### config.mk
export PLATFORM = sky130hd
export DESIGN_NAME = mac_sequencer_flat
export DESIGN_NICKNAME = d
export VERILOG_FILES = /design/src/rtl/mac_pkg.sv /design/src/rtl/mac_sequencer_if.sv /design/src/rtl/mac_seq_counter.sv /design/src/rtl/mac_sequencer.sv /design/src/flat_wrapper.sv
export SDC_FILE = /design/constraint.sdc
export NUM_CORES = 1
export LEC_CHECK = 0
export BUFFER_PORTS_ARGS = -buffer_cell sky130_fd_sc_hd__buf_4
export CORE_MARGIN = 1.5
export CORE_UTILIZATION = 45
export CTS_BUF_LIST = sky130_fd_sc_hd__clkbuf_8
export DETAILED_ROUTE_END_ITERATION = 8
export MAX_ROUTING_LAYER = met4
export PLACE_DENSITY = 0.82
export RECOVER_POWER = 50
export SLEW_MARGIN = 20
export SYNTH_ARGS = -nofsm -noshare
export SYNTH_HDL_FRONTEND = slang
export SYNTH_HIERARCHICAL = 1
export SYNTH_SLANG_ARGS = --single-unit
### constraint.sdc
create_clock -name clock -period 3.12 [get_ports clock]
set_clock_uncertainty 0.05 [all_clocks]
set_input_delay 0.624 -clock clock [delete_from_list [all_inputs] [get_ports clock]]
set_output_delay 0.624 -clock clock [all_outputs]
set_load 0.005 [all_outputs]
### src/rtl/mac_pkg.sv
// Shared types and sizing for the MAC sequencer slice.
// Widths are fixed here so every file agrees on operand, result and length sizes.
package mac_pkg;

    localparam int DATA_W  = 8;
    localparam int ACC_W   = 16;
    localparam int MAX_LEN = 64;
    localparam int LEN_W   = $clog2(MAX_LEN + 1);

    typedef enum logic [2:0] {
        IDLE    = 3'd0,
        CLEAR   = 3'd1,
        ACCUM   = 3'd2,
        CAPTURE = 3'd3,
        HOLD    = 3'd4
    } seq_state_t;

endpackage

### src/rtl/mac_sequencer_if.sv
// Bundle of job, pair stream, MAC drive and result signals around the sequencer.
// Valid/ready rule: a transfer happens on a rising edge where valid and ready are both high;
// once valid is raised, it and its payload stay unchanged until that edge.
interface mac_sequencer_if;
    import mac_pkg::*;

    logic              start;
    logic [LEN_W-1:0]  length;
    logic [DATA_W-1:0] bias_in;
    logic              busy;

    logic              in_valid;
    logic              in_ready;
    logic [DATA_W-1:0] in_data;
    logic [DATA_W-1:0] in_weight;

    logic              mac_clear;
    logic              mac_enable;
    logic [DATA_W-1:0] mac_data;
    logic [DATA_W-1:0] mac_weight;
    logic [DATA_W-1:0] mac_bias;
    logic [ACC_W-1:0]  mac_result;

    logic              out_valid;
    logic              out_ready;
    logic [ACC_W-1:0]  out_result;

    // Current FSM state, exposed for observation.
    seq_state_t        state;

    modport master (
        input  start, length, bias_in, in_valid, in_data, in_weight, mac_result, out_ready,
        output busy, in_ready, mac_clear, mac_enable, mac_data, mac_weight, mac_bias,
               out_valid, out_result, state
    );

    modport slave (
        output start, length, bias_in, in_valid, in_data, in_weight, mac_result, out_ready,
        input  busy, in_ready, mac_clear, mac_enable, mac_data, mac_weight, mac_bias,
               out_valid, out_result, state
    );

endinterface

### src/rtl/mac_seq_counter.sv
// Loadable down-counter tracking the pairs still owed to the current job.
// Decrementing stops at zero so a stray dec can never wrap to a huge count.
module mac_seq_counter
    import mac_pkg::*;
#(
    parameter int W = LEN_W
) (
    input  logic         clock,
    input  logic         reset_n,
    input  logic         load,
    input  logic         dec,
    input  logic [W-1:0] load_val,
    output logic [W-1:0] count,
    output logic         zero
);

    logic [W-1:0] cnt_q;

    always_ff @(posedge clock or negedge reset_n) begin
        if (!reset_n) begin
            cnt_q <= '0;
        end else if (load) begin
            cnt_q <= load_val;
        end else if (dec && (cnt_q != '0)) begin
            cnt_q <= cnt_q - 1'b1;
        end
    end

    assign count = cnt_q;
    assign zero  = (cnt_q == '0);

endmodule

### src/rtl/mac_sequencer.sv
// Job controller for one signed 8x8->16 MAC: clears it, streams pairs into it,
// then captures the biased result and holds it until the activation stage takes it.
module mac_sequencer
    import mac_pkg::*;
(
    input  logic             clock,
    input  logic             reset_n,
    mac_sequencer_if.master  bus
);

    seq_state_t        state_q;
    logic [DATA_W-1:0] bias_q;
    logic [ACC_W-1:0]  result_q;
    logic              out_valid_q;

    logic              beat;
    logic              last_beat;
    logic              cnt_load;
    logic [LEN_W-1:0]  cnt;
    logic              cnt_zero;

    assign cnt_load  = (state_q == IDLE) && bus.start;
    assign beat      = (state_q == ACCUM) && bus.in_valid;
    // The beat that consumes the final owed pair closes the accumulation phase.
    assign last_beat = beat && (cnt == LEN_W'(1));

    mac_seq_counter #(.W(LEN_W)) u_counter (
        .clock    (clock),
        .reset_n  (reset_n),
        .load     (cnt_load),
        .dec      (beat),
        .load_val (bus.length),
        .count    (cnt),
        .zero     (cnt_zero)
    );

    always_ff @(posedge clock or negedge reset_n) begin
        if (!reset_n) begin
            state_q     <= IDLE;
            bias_q      <= '0;
            result_q    <= '0;
            out_valid_q <= 1'b0;
        end else begin
            case (state_q)
                IDLE: begin
                    if (bus.start) begin
                        bias_q  <= bus.bias_in;
                        state_q <= CLEAR;
                    end
                end
                CLEAR: begin
                    // Length was loaded on the start edge; zero length skips streaming.
                    state_q <= cnt_zero ? CAPTURE : ACCUM;
                end
                ACCUM: begin
                    if (last_beat) begin
                        state_q <= CAPTURE;
                    end
                end
                CAPTURE: begin
                    result_q    <= bus.mac_result;
                    out_valid_q <= 1'b1;
                    state_q     <= HOLD;
                end
                HOLD: begin
                    if (out_valid_q && bus.out_ready) begin
                        out_valid_q <= 1'b0;
                        state_q     <= IDLE;
                    end
                end
                default: begin
                    state_q <= IDLE;
                end
            endcase
        end
    end

    assign bus.busy       = (state_q != IDLE);
    assign bus.in_ready   = (state_q == ACCUM);
    assign bus.mac_clear  = (state_q == CLEAR);
    assign bus.mac_enable = beat;
    assign bus.mac_data   = bus.in_data;
    assign bus.mac_weight = bus.in_weight;
    assign bus.mac_bias   = bias_q;
    assign bus.out_valid  = out_valid_q;
    assign bus.out_result = result_q;
    assign bus.state      = state_q;

endmodule

### src/flat_wrapper.sv
// flat-port wrapper written by rule: the top's interface ports become plain ports
module mac_sequencer_flat import mac_pkg::*;
  (clock, reset_n, bus_start, bus_length, bus_bias_in, bus_in_valid, bus_in_data, bus_in_weight, bus_mac_result, bus_out_ready, bus_busy, bus_in_ready, bus_mac_clear, bus_mac_enable, bus_mac_data, bus_mac_weight, bus_mac_bias, bus_out_valid, bus_out_result, bus_state);
  mac_sequencer_if bus_i ();
  input  logic clock;
  input  logic reset_n;
  input wire logic [$bits(bus_i.start)-1:0] bus_start;
  input wire logic [$bits(bus_i.length)-1:0] bus_length;
  input wire logic [$bits(bus_i.bias_in)-1:0] bus_bias_in;
  input wire logic [$bits(bus_i.in_valid)-1:0] bus_in_valid;
  input wire logic [$bits(bus_i.in_data)-1:0] bus_in_data;
  input wire logic [$bits(bus_i.in_weight)-1:0] bus_in_weight;
  input wire logic [$bits(bus_i.mac_result)-1:0] bus_mac_result;
  input wire logic [$bits(bus_i.out_ready)-1:0] bus_out_ready;
  output wire logic [$bits(bus_i.busy)-1:0] bus_busy;
  output wire logic [$bits(bus_i.in_ready)-1:0] bus_in_ready;
  output wire logic [$bits(bus_i.mac_clear)-1:0] bus_mac_clear;
  output wire logic [$bits(bus_i.mac_enable)-1:0] bus_mac_enable;
  output wire logic [$bits(bus_i.mac_data)-1:0] bus_mac_data;
  output wire logic [$bits(bus_i.mac_weight)-1:0] bus_mac_weight;
  output wire logic [$bits(bus_i.mac_bias)-1:0] bus_mac_bias;
  output wire logic [$bits(bus_i.out_valid)-1:0] bus_out_valid;
  output wire logic [$bits(bus_i.out_result)-1:0] bus_out_result;
  output wire logic [$bits(bus_i.state)-1:0] bus_state;
  assign bus_i.start = bus_start;
  assign bus_i.length = bus_length;
  assign bus_i.bias_in = bus_bias_in;
  assign bus_i.in_valid = bus_in_valid;
  assign bus_i.in_data = bus_in_data;
  assign bus_i.in_weight = bus_in_weight;
  assign bus_i.mac_result = bus_mac_result;
  assign bus_i.out_ready = bus_out_ready;
  assign bus_busy = bus_i.busy;
  assign bus_in_ready = bus_i.in_ready;
  assign bus_mac_clear = bus_i.mac_clear;
  assign bus_mac_enable = bus_i.mac_enable;
  assign bus_mac_data = bus_i.mac_data;
  assign bus_mac_weight = bus_i.mac_weight;
  assign bus_mac_bias = bus_i.mac_bias;
  assign bus_out_valid = bus_i.out_valid;
  assign bus_out_result = bus_i.out_result;
  assign bus_state = bus_i.state;
  mac_sequencer u_core (.clock(clock), .reset_n(reset_n), .bus(bus_i));
endmodule
Word-level counts from Yosys, hierarchy flattened:

Index checks and enable logic that the tools add are counted.

* register bits: 35
* input port bits: 52
* logic and storage cells: 37

* $add $sub $neg: 1
* equality and inequality tests: 8
* multiplexer cells: 9
* reduce and logical (&&, ||, !) cells: 14

Operator list (number)
* 3-bit case mux with 5 select lines: 1
* 7-bit two-way mux: 2
* 3-bit two-way mux: 3
* 7-bit by 1-bit equality test with 1-bit output (second input constant): 1
* 7-bit logical NOT: 1
* 7-bit nonzero test: 1
* 7-bit by 1-bit subtractor with 7-bit output (second input constant): 1
* 3-bit by 2-bit equality test with 1-bit output (second input constant): 2
* 1-bit logical AND: 5
* 2-bit by 1-bit != test with 1-bit output (second input constant): 2
* 2-bit AND reduction: 2
* 2-bit nonzero test: 2
* 3-bit by 1-bit equality test with 1-bit output (second input constant): 1
* 3-bit equality test (second input constant): 1
* 3-bit logical NOT: 1
* 3-bit AND reduction: 1
* 3-bit nonzero test: 1
* 1-bit two-way mux: 2
* 2-bit != test (second input constant): 1
* 1-bit case mux with 2 select lines: 1

Logic depth before layout (Yosys ltp):

Gate-level depths: netlist of run 1.

* depth in word-level cells: 5
* depth in mapped cells: 7

By module:

Netlist of run 1, hierarchy kept.

Modules (own cells, without submodules)
* mac_sequencer: instances 1, cells each 92, area an instance 1263.7 µm²
* mac_seq_counter: instances 1, cells each 52, area an instance 461.7 µm²

Worst setup path after synthesis of run 1:

OpenSTA, ideal clock, no wires.

* path type: reg2reg
* start point: register u_core.state_q[2] (netlist: u_core/bus.state[2])
* end point: register u_core.u_counter.cnt_q[3] (netlist: u_core/u_counter/count[3])
* arrival time: 2069 ps
* required time: 2993 ps
* path slack: 924 ps
* stages on the path, launching flop included: 7
* buffers on the path: 0
* clock period less this slack: 2196 ps
* path through: dfrtp_1 -> and2b_1 -> nor2b_1 -> and2_1 -> or4b_1 -> a311o_1 -> a21oi_1

* word-level cells in the longest chain between the ends: 4

RTL lines
* from (decl): line mac_sequencer.sv:11 `seq_state_t state_q;`
* from (signal assigned): line mac_sequencer.sv:53 `state_q <= cnt_zero ? CAPTURE : ACCUM;`
* 3-bit by 2-bit equality test with 1-bit output
* net bus_in_ready: line flat_wrapper.sv:16 `output wire logic [$bits(bus_i.in_ready)-1:0] bus_in_ready;`
* 1-bit logical AND: line mac_sequencer.sv:23 `assign beat = (state_q == ACCUM) && bus.in_valid;`
* net bus_mac_enable: line flat_wrapper.sv:18 `output wire logic [$bits(bus_i.mac_enable)-1:0] bus_mac_enable;`
* 1-bit logical AND: line mac_seq_counter.sv:24 `end else if (dec && (cnt_q != '0)) begin`
* 2-bit nonzero test (no source line)
* to (signal assigned): line mac_seq_counter.sv:23 `cnt_q <= load_val;`
* to (signal assigned): line mac_seq_counter.sv:25 `cnt_q <= cnt_q - 1'b1;`
* to (decl): line mac_seq_counter.sv:17 `logic [W-1:0] cnt_q;`

The timed path passes the listed nets, and every way through them passes these cells.
A chain may end at the register's enable or synchronous reset.

Worst setup path after layout of run 1:

* start point: register u_core.state_q[2] (netlist: u_core/bus.state[2])
* end point: output port bus_mac_enable

* word-level cells in the longest chain between the ends: 2

RTL lines (line)
* 3-bit by 2-bit equality test with 1-bit output: mac_sequencer.sv:23
* 1-bit logical AND: mac_sequencer.sv:23
* to (decl): flat_wrapper.sv:18

No other way between the ends.

==> out/metrics.cfg, run 1 <==
[run_status]
status=finished with violations
violations=capacitance limit, slew limit

[floorplanning]
core.rowCount=22
dieArea_sq_mm=0.00421
fp.dieW_microns=64.9
coreArea_sq_mm=0.00366
fp.dieH_microns=64.9
floorplan.initialDensity_pct=47.1
ios=100

[placed_design]
place_congestion=0.828
dp.final_hpwl_microns=2550
io_buffers=67
placed_area_sq_mm=0.00215

[layout]
drive_gt1_share_pct=49.5
nets=252
syn2layout_area_growth_pct=31.5
antenna_cells=0
fin_area_sq_mm=0.00227
fillers=294
final_cell_mix=buf_4 (61), dfrtp_1 (35), mux2_2 (22), nand2_1 (7), nor2_1 (6)
final_common_cell=buf_4

[sta]
hold_viol=0
min_period_ps=2380
relSlewSlack_pct=-22.1
fin_crit_sh_pct=76.4
max_freq_mhz=419
worst_pin_slew_ps=1830
tns_ps=0
rsz0062_at_grt=no
slew_violations=36
report.final.setup_viol=0

[clock_tree]
post_cts_resized=0
cts_tree=built
htree_levels=2
path_clk_slew_ps=70
cts_max_path_buffers=2
cts_num_sinks=35
cts-root-buf=clkbuf_8
cts_setup_buffers=0
cts_buffers=5
insertion_delay_ps=280
holdBufCountCts=0

[worst_setup_path]
crit_fanout=8
start_kind=flop
arrival_ps=1710
endpoint_kind=output port
critPathKind=reg2out
r2r_slack_ps=790
crit_required_ps=2450

[synth]
avgSynthCellArea_sq_um=12.0
ys_warn_count=6
synthCells=144
synth_compound_area_share_pct=9.21
synth_edf_count=0
ys_types=43
syn_nets=197
syn-cell-area_sq_mm=0.00173
synth_fa_ha_area_share_pct=0.725
synth_top_family_by_area=multiplexers
synth-simple-area-share_pct=14.5
synth_xor_area_share_pct=0
synthMuxAreaShare_pct=15.7
ys.flop_type=dfrtp_1
async_reset_ff_share_pct=100
synth-seq-cells=35
yosysSeqAreaShare_pct=50.8

[routing]
vias=1323
vias_per_cell=5.33
first_iter_violations=61
drc=0
drt_wl_total_microns=3580
ant_nets=0
wire_per_inst_microns=14.4
dr.pass1.iters=4

[global_routing]
track_usage_pct=19.6
overflow=0
grt_max_degree=36
first_global_vias=1342
grt_pass1_wl_microns=5980
antenna_found_initial=0

[power_and_ir_drop]
powerDensity_mw_per_mm2=1030
ir_drop_v=0.000526
leakage_nw=1.05

[worst_hold_path]
hold_path_class=reg2reg

[job]
drv_cap=1

## stage by stage
| stage | setup slack [ps] | util (%) | hold slack (ps) | total power [mW] | instances |
|---|---|---|---|---|---|
| 2_1_floorplan | 924 | - | 278 | 1.42 | 144 |
| 3_3_place_gp | 865 | 58.6 | 421 | 1.84 | 240 |
| 3_5_place_dp | 800 | 58.6 | 426 | 1.87 | 240 |
| 4_1_cts | 706 | 62.2 | 242 | 2.37 | 248 |
| 5_1_grt | 623 | 62.0 | 474 | 2.50 | 248 |
| 6_report | 736 | 62.0 | 446 | 2.33 | 248 |
## power breakdown
group	switching (mW)	internal, mW	total, mW	leakage (nW)
sequential	0.183	0.687	0.870	0.414
clock	0.157	0.316	0.474	0.0695
combinational	0.396	0.589	0.986	0.571
## critical path, cell delays in order, from the launching register on
cell     delay [ps]
dfrtp_1         440
and2b_1         250
nor2b_1         250
and2_1          320
buf_4           170
## Yosys cell counts (all sizes together), types with 2 or more instances
cell type	n	share of area, %
a21oi	5	1.5
a311o	2	1.2
buf	18	8.0
dfrtp	35	51
inv	4	0.87
mux2	24	16
nand2	7	1.7
nand2b	2	0.73
nand3b	2	0.87
nor2	7	2.5
nor2b	5	1.8
nor3	2	0.58
nor4	3	1.1
o31ai	2	0.87
or2	2	0.73
or3	2	1.0
## cell families after synthesis
kind of cell               Yosys count
muxes                               24
DFF                                 35
AOI/OAI and AO/OA                   21
adders and majority gates            1
buffers and inverters               23
and+or+nand+nor                     40
## cell type report
type,count,area [sq um],area share (%)
well taps,48,60.1,2.65
inverters,4,15.0,0.662
repair buffers,67,495,21.8
flip-flops and latches,35,876,38.6
clock inverters,3,63.8,2.81
clock buffers,5,68.8,3.03
multi-input cells,86,689,30.4
## final timing paths
| check | from | endpoint | depth (start not counted) |
|---|---|---|---|
| worst max-delay path | u_core/bus.state[2] | bus_mac_enable | 4 |
| worst min-delay path | u_core/bus.mac_bias[6] | u_core/bus.mac_bias[6] | 1 |
| worst max register to register | u_core/bus.state[2] | u_core/u_counter/count[3] | 6 |
| worst min register to register | u_core/bus.mac_bias[6] | u_core/bus.mac_bias[6] | 1 |
| max in group asynchronous | reset_n | u_core/u_counter/count[2] | 1 |
| min in group asynchronous | reset_n | u_core/bus.out_result[15] | 1 |
## flip-flops by register name, indices dropped and copies added (netlist names)
signal / cells
u_core/bus.out_result: 16
u_core/u_counter/count: 7
u_core/bus.state: 3
u_core/bus.out_valid: 1
u_core/bus.mac_bias: 8
## layer usage
layer	global-route usage [%]	vias up	share of wire [%]
met5	-	-	0
met4	10.6	0	3.2
met3	7.47	14	11
met2	29.1	79	45
met1	22.8	621	41
li1	-	609	-
No activity file was read; power rests on OpenSTA's default activity.
==> run 2, diff against run 1 <==
==> constraint.sdc (replaced) <==
create_clock -name clock -period 2.33 [get_ports clock]
set_clock_uncertainty 0.05 [all_clocks]
set_input_delay 0.466 -clock clock [delete_from_list [all_inputs] [get_ports clock]]
set_output_delay 0.466 -clock clock [all_outputs]
set_load 0.005 [all_outputs]
==> out/metrics.cfg, run 2 (synthesized netlist as in run 1, its figures left out) <==
[run_status]
violations=capacitance limit, slew limit
status=finished with violations

[power_and_ir_drop]
ir_drop_v=0.000684  ; +30%
powerDensity_mw_per_mm2=1300  ; +27%
leakage_nw=1.06  ; about the same

[placed_design]
dpl.cell_count=244  ; +1.7%
dp.final_hpwl_microns=2580  ; +1.2%
place_congestion=0.838  ; +1.2%
io_buffers=67  ; unchanged

[routing]
wire_per_inst_microns=14.5  ; +0.64%
vias_per_cell=5.23  ; -1.9%
vias=1319  ; -0.30%
first_iter_violations=39  ; -36%
dr.pass1.iters=4  ; unchanged
ant_nets=0  ; unchanged
drt_wl_total_microns=3660  ; +2.3%
drc=0  ; unchanged

[global_routing]
track_usage_pct=18.5  ; -1.1 points
overflow=0  ; unchanged
antenna_found_initial=0  ; unchanged
grt_max_degree=36  ; unchanged
first_global_vias=1373  ; +2.3%
grt_pass1_wl_microns=5870  ; -1.7%

[floorplanning]
floorplan.initialDensity_pct=47.1  ; unchanged
fp.dieH_microns=64.9  ; unchanged
fp.dieW_microns=64.9  ; unchanged
ios=100  ; unchanged
core.rowCount=22  ; unchanged
dieArea_sq_mm=0.00421  ; unchanged
coreArea_sq_mm=0.00366  ; unchanged

[worst_setup_path]
start_kind=flop
crit_required_ps=1810  ; -640 ps
critPathKind=reg2out
arrival_ps=1560  ; -150 ps
crit_fanout=8  ; unchanged
endpoint_kind=output port

[sta]
slew_violations=36  ; unchanged
max_freq_mhz=482
relSlewSlack_pct=-22.1  ; about the same
tns_ps=0  ; unchanged
rsz0062_at_grt=no
fin_crit_sh_pct=89.1
min_period_ps=2080
hold_viol=0  ; unchanged
report.final.setup_viol=0  ; unchanged
worst_pin_slew_ps=1830  ; +0.0981 ps

[layout]
largest_reg_flops=16  ; unchanged
syn2layout_area_growth_pct=30.8
nets=256  ; +1.6%
antenna_cells=0  ; unchanged
drive_gt1_share_pct=51.5  ; +2.0 points
fillers=320  ; +8.8%
final_common_cell=buf_4
final_cell_mix=buf_4 (63), dfrtp_1 (35), mux2_2 (22), clkbuf_4 (7)
layout.cells.non_filler=252  ; +1.6%

[worst_hold_path]
hold_path_class=in2reg

[clock_tree]
cts_max_path_buffers=2  ; unchanged
cts-root-buf=clkbuf_8
cts_buffers=5  ; unchanged
insertion_delay_ps=280  ; about the same
cts_tree=built
cts_num_sinks=35  ; unchanged
holdBufCountCts=0  ; unchanged
path_clk_slew_ps=70  ; about the same
post_cts_resized=0  ; unchanged
cts_setup_buffers=0  ; unchanged
htree_levels=2  ; unchanged

[job]
drv_cap=1  ; unchanged

## run 2: cell types whose count changed in the layout (fill, tap and decap cells not counted), sizes merged
cell	change
bufinv	-2
buf	+2
clkinvlp	+1
clkbuf	+2
clkinv	+1
## run 2: routing by layer
| metal | track usage [%] | up-vias | part of all wire, % |
|---|---|---|---|
| met1 | 22.6 | 623 | 44 |
| met2 | 30.3 | 71 | 46 |
| li1 | - | 615 | - |
| met5 | - | - | 0 |
| met4 | 6.91 | 0 | 1.7 |
| met3 | 3.99 | 10 | 7.9 |
## run 2: final timing paths
kind                                        startpoint                        end  slack [ps]  cells after the start
worst min-delay path                     bus_length[1]  u_core/u_counter/count[1]         340                      3
worst min register to register  u_core/bus.mac_bias[7]     u_core/bus.mac_bias[7]         450                      1
worst max register to register     u_core/bus.state[1]  u_core/u_counter/count[3]         310                      6
min in group asynchronous                      reset_n     u_core/bus.mac_bias[2]         630                      1
worst max-delay path               u_core/bus.state[1]             bus_mac_enable         250                      5
max in group asynchronous                      reset_n  u_core/bus.out_result[15]         550                      1
## run 2: worst max-delay path: stages, from the launching register on
cell and delay (ps):
dfrtp_1 450, and2b_1 220, nor2b_1 140, and2_1 170, buf_4 160, buf_4 130
## run 2: final cells by class
cell class	count	area [sq um]	share of cell area (%)
Clock buffer	5	68.8	3.05
Clock inverter	3	16.3	0.721
Inverter	4	15.0	0.665
Multi-Input combinational cell	86	692	30.7
Sequential cell	35	876	38.8
Tap cell	48	60.1	2.66
Timing Repair Buffer	71	529	23.4
## run 2: power breakdown
group,total [mW],switching [mW],internal [mW]
Clock,0.419,0.214,0.204
Sequential,1.16,0.244,0.920
Combinational,1.36,0.538,0.823
## run 2: through the flow
step                util, %  hold slack [ps]  setup slack (ps)  power [mW]  instance area (sq um)
global placement       59.4              396               378        2.50                   2180
global route           61.7              346               114        3.14                   2260
floorplan                 -              120               134        1.90                   1730
CTS                    61.8             91.2               240        2.96                   2260
detailed placement     59.4              394               325        2.53                   2180
finish                 61.7              344               254        2.94                   2260
